$ cat src/rtl/core_mem_bridge.sv
// core_mem_bridge
// Bridges a core's single-cycle data port onto an arbitrated, acknowledged bus.
// The core is stalled (core_clk_en low) while an access is in flight. A 4-bit
// watchdog bounds the wait for bus_ack and raises a sticky err on timeout.
//
// Ports
//   clk, async_rst_n      clock, asynchronous active-low reset
//   clk_en_in             global enable; low freezes all state
//   core_address/mask/wdata/mode/lock   core request (mask != 0 means request)
//   core_rdata            registered read data returned to the core
//   core_clk_en           core enable; low stalls the core
//   bus_req/bus_gnt       arbitration handshake
//   bus_addr/be/we/wdata  captured access, zero while idle
//   bus_rdata/bus_ack     completion, rdata valid with ack
//   bus_lock              locked-access indicator
//   err/err_clr           sticky timeout flag and its clear
module core_mem_bridge (
    input  logic        clk,
    input  logic        async_rst_n,
    input  logic        clk_en_in,
    input  logic [29:0] core_address,
    input  logic [3:0]  core_mask,
    input  logic [31:0] core_wdata,
    input  logic        core_mode,
    input  logic        core_lock,
    output logic [31:0] core_rdata,
    output logic        core_clk_en,
    output logic        bus_req,
    input  logic        bus_gnt,
    output logic [29:0] bus_addr,
    output logic [3:0]  bus_be,
    output logic        bus_we,
    output logic [31:0] bus_wdata,
    input  logic [31:0] bus_rdata,
    input  logic        bus_ack,
    output logic        bus_lock,
    output logic        err,
    input  logic        err_clr
);

    typedef enum logic [1:0] {
        ST_IDLE = 2'd0,
        ST_REQ  = 2'd1,
        ST_WAIT = 2'd2,
        ST_DONE = 2'd3
    } state_t;

    state_t      state_r;
    state_t      state_s;
    logic [3:0]  cnt_r;
    logic        start_s;
    logic        ack_done_s;
    logic        timeout_s;

    // Next-state decode; the event strobes already include clk_en_in.
    always_comb begin
        state_s    = state_r;
        start_s    = 1'b0;
        ack_done_s = 1'b0;
        timeout_s  = 1'b0;
        case (state_r)
            ST_IDLE: begin
                if (clk_en_in && (core_mask != 4'd0)) begin
                    state_s = ST_REQ;
                    start_s = 1'b1;
                end else begin
                    state_s = ST_IDLE;
                end
            end
            ST_REQ: begin
                if (clk_en_in && bus_gnt) begin
                    state_s = ST_WAIT;
                end else begin
                    state_s = ST_REQ;
                end
            end
            ST_WAIT: begin
                if (!clk_en_in) begin
                    state_s = ST_WAIT;
                end else if (bus_ack) begin
                    // An ack on the final watchdog cycle still completes normally.
                    state_s    = ST_DONE;
                    ack_done_s = 1'b1;
                end else if (cnt_r == 4'd14) begin
                    // This cycle brings the count to 15: fifteen WAIT cycles without ack.
                    state_s   = ST_DONE;
                    timeout_s = 1'b1;
                end else begin
                    state_s = ST_WAIT;
                end
            end
            ST_DONE: begin
                if (clk_en_in) begin
                    state_s = ST_IDLE;
                end else begin
                    state_s = ST_DONE;
                end
            end
            default: begin
                state_s = ST_IDLE;
            end
        endcase
    end

    // Core stall: released only in IDLE without a request and in DONE.
    always_comb begin
        core_clk_en = 1'b0;
        case (state_r)
            ST_IDLE: core_clk_en = clk_en_in & (core_mask == 4'd0);
            ST_DONE: core_clk_en = clk_en_in;
            default: core_clk_en = 1'b0;
        endcase
    end

    // State register.
    always_ff @(posedge clk or negedge async_rst_n) begin
        if (!async_rst_n) begin
            state_r <= ST_IDLE;
        end else if (clk_en_in) begin
            state_r <= state_s;
        end else begin
            state_r <= state_r;
        end
    end

    // Bus-side registers: loaded on request, held through DONE, cleared on return to IDLE.
    always_ff @(posedge clk or negedge async_rst_n) begin
        if (!async_rst_n) begin
            bus_req   <= 1'b0;
            bus_addr  <= 30'd0;
            bus_be    <= 4'd0;
            bus_we    <= 1'b0;
            bus_wdata <= 32'd0;
            bus_lock  <= 1'b0;
        end else if (start_s) begin
            bus_req   <= 1'b1;
            bus_addr  <= core_address;
            bus_be    <= core_mask;
            bus_we    <= core_mode;
            bus_wdata <= core_wdata;
            bus_lock  <= core_lock;
        end else if (ack_done_s || timeout_s) begin
            bus_req   <= 1'b0;
        end else if (clk_en_in && (state_r == ST_DONE)) begin
            bus_req   <= 1'b0;
            bus_addr  <= 30'd0;
            bus_be    <= 4'd0;
            bus_we    <= 1'b0;
            bus_wdata <= 32'd0;
            bus_lock  <= 1'b0;
        end else begin
            bus_req   <= bus_req;
        end
    end

    // Watchdog counter: cleared on WAIT entry, counts enabled WAIT cycles without ack.
    always_ff @(posedge clk or negedge async_rst_n) begin
        if (!async_rst_n) begin
            cnt_r <= 4'd0;
        end else if (clk_en_in && (state_r == ST_REQ) && bus_gnt) begin
            cnt_r <= 4'd0;
        end else if (clk_en_in && (state_r == ST_WAIT) && !bus_ack) begin
            cnt_r <= cnt_r + 4'd1;
        end else begin
            cnt_r <= cnt_r;
        end
    end

    // Read data return; a timed-out read returns all ones. Writes leave it untouched.
    always_ff @(posedge clk or negedge async_rst_n) begin
        if (!async_rst_n) begin
            core_rdata <= 32'd0;
        end else if (ack_done_s && !bus_we) begin
            core_rdata <= bus_rdata;
        end else if (timeout_s && !bus_we) begin
            core_rdata <= 32'hFFFF_FFFF;
        end else begin
            core_rdata <= core_rdata;
        end
    end

    // Sticky error: a new timeout takes priority over a simultaneous clear.
    always_ff @(posedge clk or negedge async_rst_n) begin
        if (!async_rst_n) begin
            err <= 1'b0;
        end else if (timeout_s) begin
            err <= 1'b1;
        end else if (clk_en_in && err_clr) begin
            err <= 1'b0;
        end else begin
            err <= err;
        end
    end

endmodule

$ cat config.mk
export PLATFORM = sky130hd
export DESIGN_NAME = core_mem_bridge
export DESIGN_NICKNAME = d
export VERILOG_FILES = /design/src/rtl/core_mem_bridge.sv
export SDC_FILE = /design/constraint.sdc
export NUM_CORES = 1
export LEC_CHECK = 0
export ABC_AREA = 1
export BUFFER_PORTS_ARGS = -buffer_cell sky130_fd_sc_hd__buf_2
export CORE_ASPECT_RATIO = 0.5
export CORE_UTILIZATION = 51
export CTS_CLUSTER_DIAMETER = 50
export DETAILED_ROUTE_END_ITERATION = 8
export PLACE_DENSITY = 0.86
export SETUP_SLACK_MARGIN = 0.1
export SYNTH_ARGS = -nofsm -noshare
export SYNTH_HDL_FRONTEND = slang
export SYNTH_SLANG_ARGS = --single-unit
$ cat constraint.sdc
create_clock -name clk -period 3 [get_ports clk]
set_input_delay 0.6 -clock clk [delete_from_list [all_inputs] [get_ports clk]]
set_output_delay 0.6 -clock clk [all_outputs]
set_load 0.01 [all_outputs]
# Yosys cells after proc, flatten, opt, wreduce, memory -nomap -nowiden
# Index checks and enable logic that the tools add are counted.
[word_totals] ff_bits=108 input_bits=106 output_inout_bits=103 elab_cells=75
[op_classes] addsub=1 n_eq_ne=5 mux=36 bitwise_logic=1 n_reduce_logical=22
[op_table] operator="two-way mux 32 bit" count=5
[op_table] operator="two-way mux 30 bit" count=3
[op_table] operator="two-way mux 1 bit" count=20
[op_table] operator="two-way mux 4 bit" count=5
[op_table] operator="logical AND 1 bit" count=10
[op_table] operator="one-hot mux 2 bit (4 select lines)" count=1
[op_table] operator="nonzero test 2 bit" count=4
[op_table] operator="adder 4 x 1 -> 4 bit (second input constant)" count=1
[op_table] operator="equality test 2 bit (second input constant)" count=2
[op_table] operator="equality test 4 bit (second input constant)" count=1
[op_table] operator="logical NOT 4 bit" count=1
[op_table] operator="nonzero test 4 bit" count=1
[op_table] operator="nonzero test 3 bit" count=1
[op_table] operator="equality test 2 x 1 -> 1 bit (second input constant)" count=1
[op_table] operator="logical NOT 1 bit" count=2
[op_table] operator="logical NOT 2 bit" count=1
[op_table] operator="two-way mux 2 bit" count=1
[op_table] operator="inequality test 2 bit (second input constant)" count=1
[op_table] operator="one-hot mux 1 bit (2 select lines)" count=1
[op_table] operator="AND reduction 2 bit" count=1
[op_table] operator="bitwise AND 1 bit" count=1
[op_table] operator="logical OR 1 bit" count=1

# Longest topological paths before layout
[depth] depth_word=8 depth_mapped=10 mapped_depth_nobuf=8

# Least setup slack after synthesis
# Ideal clock, no wire load.
[synth_timing] path_type="input to output" start="input port clk_en_in" end="output port core_clk_en" t_arrival_ns=1.311 required_ns=2.400 path_slack_ns=1.089 stages=6 path_buffers=2 cell_sequence="buf_4 nand2_1 inv_2 buf_4 nand4_1 a21oi_1"
[synth_via] elab_chain_cells=2
[synth_rtl] item="start: declaration" line_no="20" rtl="input logic clk_en_in,"
[synth_rtl] item="bitwise AND 1 bit" line_no="109" rtl="ST_IDLE: core_clk_en = clk_en_in & (core_mask == 4'd0);"
[synth_rtl] item="one-hot mux 1 bit (2 select lines) (*)" line_no="108" rtl="case (state_r)"
[synth_rtl] item="end: declaration" line_no="27" rtl="output logic core_clk_en,"
# Every way passes the cells marked *; elsewhere a longest branch is shown, timed or not.

# Worst setup path in the final report
[layout_timing] start="register state_r[0]" end="register core_rdata[5]"
[layout_via] elab_chain_cells=4
[layout_rtl] item="start: declaration" line_no="48" rtl="state_t state_r;"
[layout_rtl] item="start signal: assignment" line_no="120" rtl="state_r <= state_s;"
[layout_rtl] item="start signal: assignment" line_no="122" rtl="state_r <= state_r;"
[layout_rtl] item="equality test 2 bit (*)" line_no="61" rtl="case (state_r)"
[layout_rtl] item="two-way mux 1 bit" line_no="61"
[layout_rtl] item="logical AND 1 bit (on tied branches)" line_no="173, 175"
[layout_rtl] item="two-way mux 32 bit or nonzero test 2 bit (tied branches)"
[layout_rtl] item="end signal: assignment" line_no="174" rtl="core_rdata <= bus_rdata;"
[layout_rtl] item="end signal: assignment" line_no="178" rtl="core_rdata <= core_rdata;"
[layout_rtl] item="end: declaration" line_no="26" rtl="output logic [31:0] core_rdata,"
# Marks and branches as above.
# A chain may end at the register's enable or synchronous reset.

==> impl_metrics.sql <==
INSERT INTO impl_metrics (metric_group, metric, value, unit) VALUES
('yosys', 'syn-num-nets', '624', ''),
('grt', 'overflow_left_after_global_routing', '0', ''),
('place', 'place.port_buffers', '208', ''),
('yosys', 'synth_cell_type_count', '20', ''),
('route', 'first_iter_violations', '331', ''),
('grt', 'wire_length_of_the_first_global_routing_pass', '18800', 'um'),
('clocking', 'cts_made_buffers', '9', ''),
('clocking', 'worstSkewPairLatency', '0.33', 'ns'),
('clocking', 'cts.sink_count', '108', ''),
('yosys', 'ys.warnings.count', '0', ''),
('finish', 'antenna_cells', '0', ''),
('grt', 'antenna_violations_before_repair', '0', ''),
('yosys', 'compound_cell_area_share_of_the_yosys_netlist', '4.55', '%'),
('finish', 'design.final.nets', '816', ''),
('run_status', 'result_of_the_run', 'complete, no violations', ''),
('timing', 'final_max_slew_viol_count', '0', ''),
('clocking', 'cts.htree.levels', '3', ''),
('floorplan', 'initial_core_util', '52.9', '%'),
('critical_path', 'worst_path_most_repeated_cell', 'inv_1', ''),
('timing', 'slew_headroom', '40.9', '%'),
('timing', 'timing.final.crit_share', '75.6', '%'),
('clocking', 'cts-hold-fix-buffers', '0', ''),
('floorplan', 'die_h', '69.3', 'um'),
('floorplan', 'placeableCoreArea', '8740', 'um^2'),
('critical_path', 'crit_chain', 'inv_1 -> ha_1 -> nand2_1 -> inv_1 -> nand3_1 -> buf_4 -> a21oi_1', ''),
('route', 'detail_route.wirelength', '11200', 'um'),
('flow_run', 'drv.max_cap_violation_count', '0', ''),
('critical_path', 'path_buf_inv', '3', ''),
('critical_path', 'worst-setup-path-type', 'reg -> reg', ''),
('yosys', 'yosysTopAreaCell', 'dfrtp_1', ''),
('timing', 'timing.final.crit_period', '2.27', 'ns'),
('yosys', 'synth.mux.area_fraction', '0', '%'),
('clocking', 'clock_tree.buffer_depth', '2', ''),
('yosys', 'synthSimpleGateAreaFrac', '26.7', '%'),
('critical_path', 'start_kind', 'register', ''),
('critical_path', 'worst-path-max-fanout', '23', ''),
('route', 'drtPass1Iterations', '4', ''),
('clocking', 'clk_root_buffer_cell', 'clkbuf_16', ''),
('finish', 'signed_area_change_from_the_synthesized_netlist_to_the_final_layout', '29.1', '%'),
('yosys', 'ys_seq_area_share', '58.5', '%'),
('finish', 'most-common-layout-cells', 'buf_2 (207), nand3_1 (139), dfrtp_1 (108)', ''),
('pwr', 'totalPowerFinal', '5.73', 'mW'),
('timing', 'report.final.hold_viol_count', '0', ''),
('yosys', 'synthDominantCellAreaShare', '58.5', '%'),
('timing', 'setup_total_negative_slack', '0', 'ns'),
('timing', 'setup_repair_after_global_routing_missed_its_margin', 'no', ''),
('grt', 'grt_start_max_net_pins', '69', ''),
('place', 'place_congestion', '0.818', ''),
('critical_path', 'worst_setup_ep_type', 'register', ''),
('pwr', 'power_density', '962', 'nW/um^2'),
('route', 'detail-route-antenna-nets', '0', ''),
('timing', 'tightestPinTransition', '0.884', 'ns'),
('finish', 'commonest_non_fill_non_tap_cell_in_the_layout', 'buf_2', ''),
('route', 'detailroute.via_count', '4184', ''),
('critical_path', 'crit_path_top_delay_cell', 'nand3_1', ''),
('yosys', 'average_cell_area_after_synthesis', '9.04', 'um^2'),
('yosys', 'synth_top_family_by_area', 'simple AND/OR/NAND/NOR gates', ''),
('critical_path', 'critPathArrivalTime', '2.51', 'ns'),
('clocking', 'postCtsSetupBuffers', '0', ''),
('yosys', 'synthXorXnorAreaFrac', '0', '%'),
('route', 'drt_wl_cell', '13.6', 'um'),
('route', 'drc', '0', ''),
('clocking', 'clk_pin_slew', '0.07', 'ns'),
('finish', 'post_route_cells_drive_above_1_share', '33.6', '%'),
('critical_path', 'timing.critical_path.required', '3.24', 'ns'),
('hold_path', 'timing.hold.worst.class', 'in -> async', ''),
('timing', 'clock_skew', '0.00575', 'ns'),
('critical_path', 'cp_top_family', 'simple AND/OR/NAND/NOR gates', ''),
('yosys', 'yosys_register_bits', '108', ''),
('clocking', 'post_cts_resized', '0', ''),
('route', 'detail_route.vias_per_cell', '5.07', '');
[state kept, by name (all words and copies together), names as in the netlist, named ones only]
signal / flops
bus_wdata: 32
bus_be: 4
err: 1
bus_lock: 1
state_r: 1
bus_req: 1
cnt_r: 4
bus_we: 1
bus_addr: 30
core_rdata: 32
[report_power, final]
group          total (mW)  internal, mW  switching (mW)
clock network        1.07         0.584           0.488
logic                2.21         0.915            1.30
registers            2.45          2.11           0.339
[path summary, 6_finish.rpt]
path | start | endpoint | slack [ns] | cells after the start
setup / recovery | state_r[0] | core_rdata[5] | 0.73 | 7
hold / removal | async_rst_n | core_rdata[27] | 0.30 | 1
setup reg to reg | state_r[0] | core_rdata[5] | 0.73 | 7
hold reg to reg | bus_wdata[9] | bus_wdata[9] | 0.49 | 2
max in group asynchronous | async_rst_n | core_rdata[11] | 2.01 | 2
min in group clk | bus_wdata[9] | bus_wdata[9] | 0.49 | 2
[area by class of cell]
cell class	instances	area, um^2
Fill cell	748	2780
Sequential cell	108	2700
Multi-Input combinational cell	321	1540
Timing Repair Buffer	216	1130
Clock buffer	12	246
Inverter	47	176
Tap cell	117	146
Clock inverter	4	25.0
[per-stage QoR]
step / setup slack [ns] / cells / hold slack (ns) / util [%] / instance area [um^2]
3_3_place_gp: 0.834 / 809 / 0.476 / 65.1 / 5690
5_1_grt: 0.561 / 825 / 0.341 / 68.2 / 5960
4_1_cts: 0.738 / 825 / 0.323 / 68.2 / 5960
2_1_floorplan: 1.09 / 511 / 0.304 / - / 4620
3_5_place_dp: 0.733 / 809 / 0.481 / 65.1 / 5690
6_report: 0.731 / 825 / 0.298 / 68.2 / 5960
[cell families after synthesis]
logic type,count (synthesis)
AO/OA/AOI/OAI,41
adder cells (fa/ha/maj),7
flip-flops,108
AND/OR/NAND/NOR,273
buffers and inverters,82
[routing by layer]
metal | up-vias | GRT usage (%) | wire length [um]
li1 | 2045 | - | -
met1 | 1953 | 31.4 | 4800
met2 | 156 | 42.9 | 5490
met3 | 30 | 4.90 | 646
met4 | 0 | 8.52 | 303
met5 | - | 0 | 0
[cell usage after synthesis]
cell / number
nand3_1: 140
dfrtp_1: 108
nand2_1: 90
inv_1: 46
a21oi_1: 35
nor2_1: 33
buf_2: 20
ha_1: 7
buf_4: 6
o21ai_0: 5
buf_6: 4
clkbuf_1: 4
nand4_1: 4
nand2_2: 3
buf_1: 1
inv_2: 1
nand2_4: 1
nand3_2: 1
nor2_2: 1
o211a_1: 1
No activity file was read; power rests on OpenSTA's default activity.
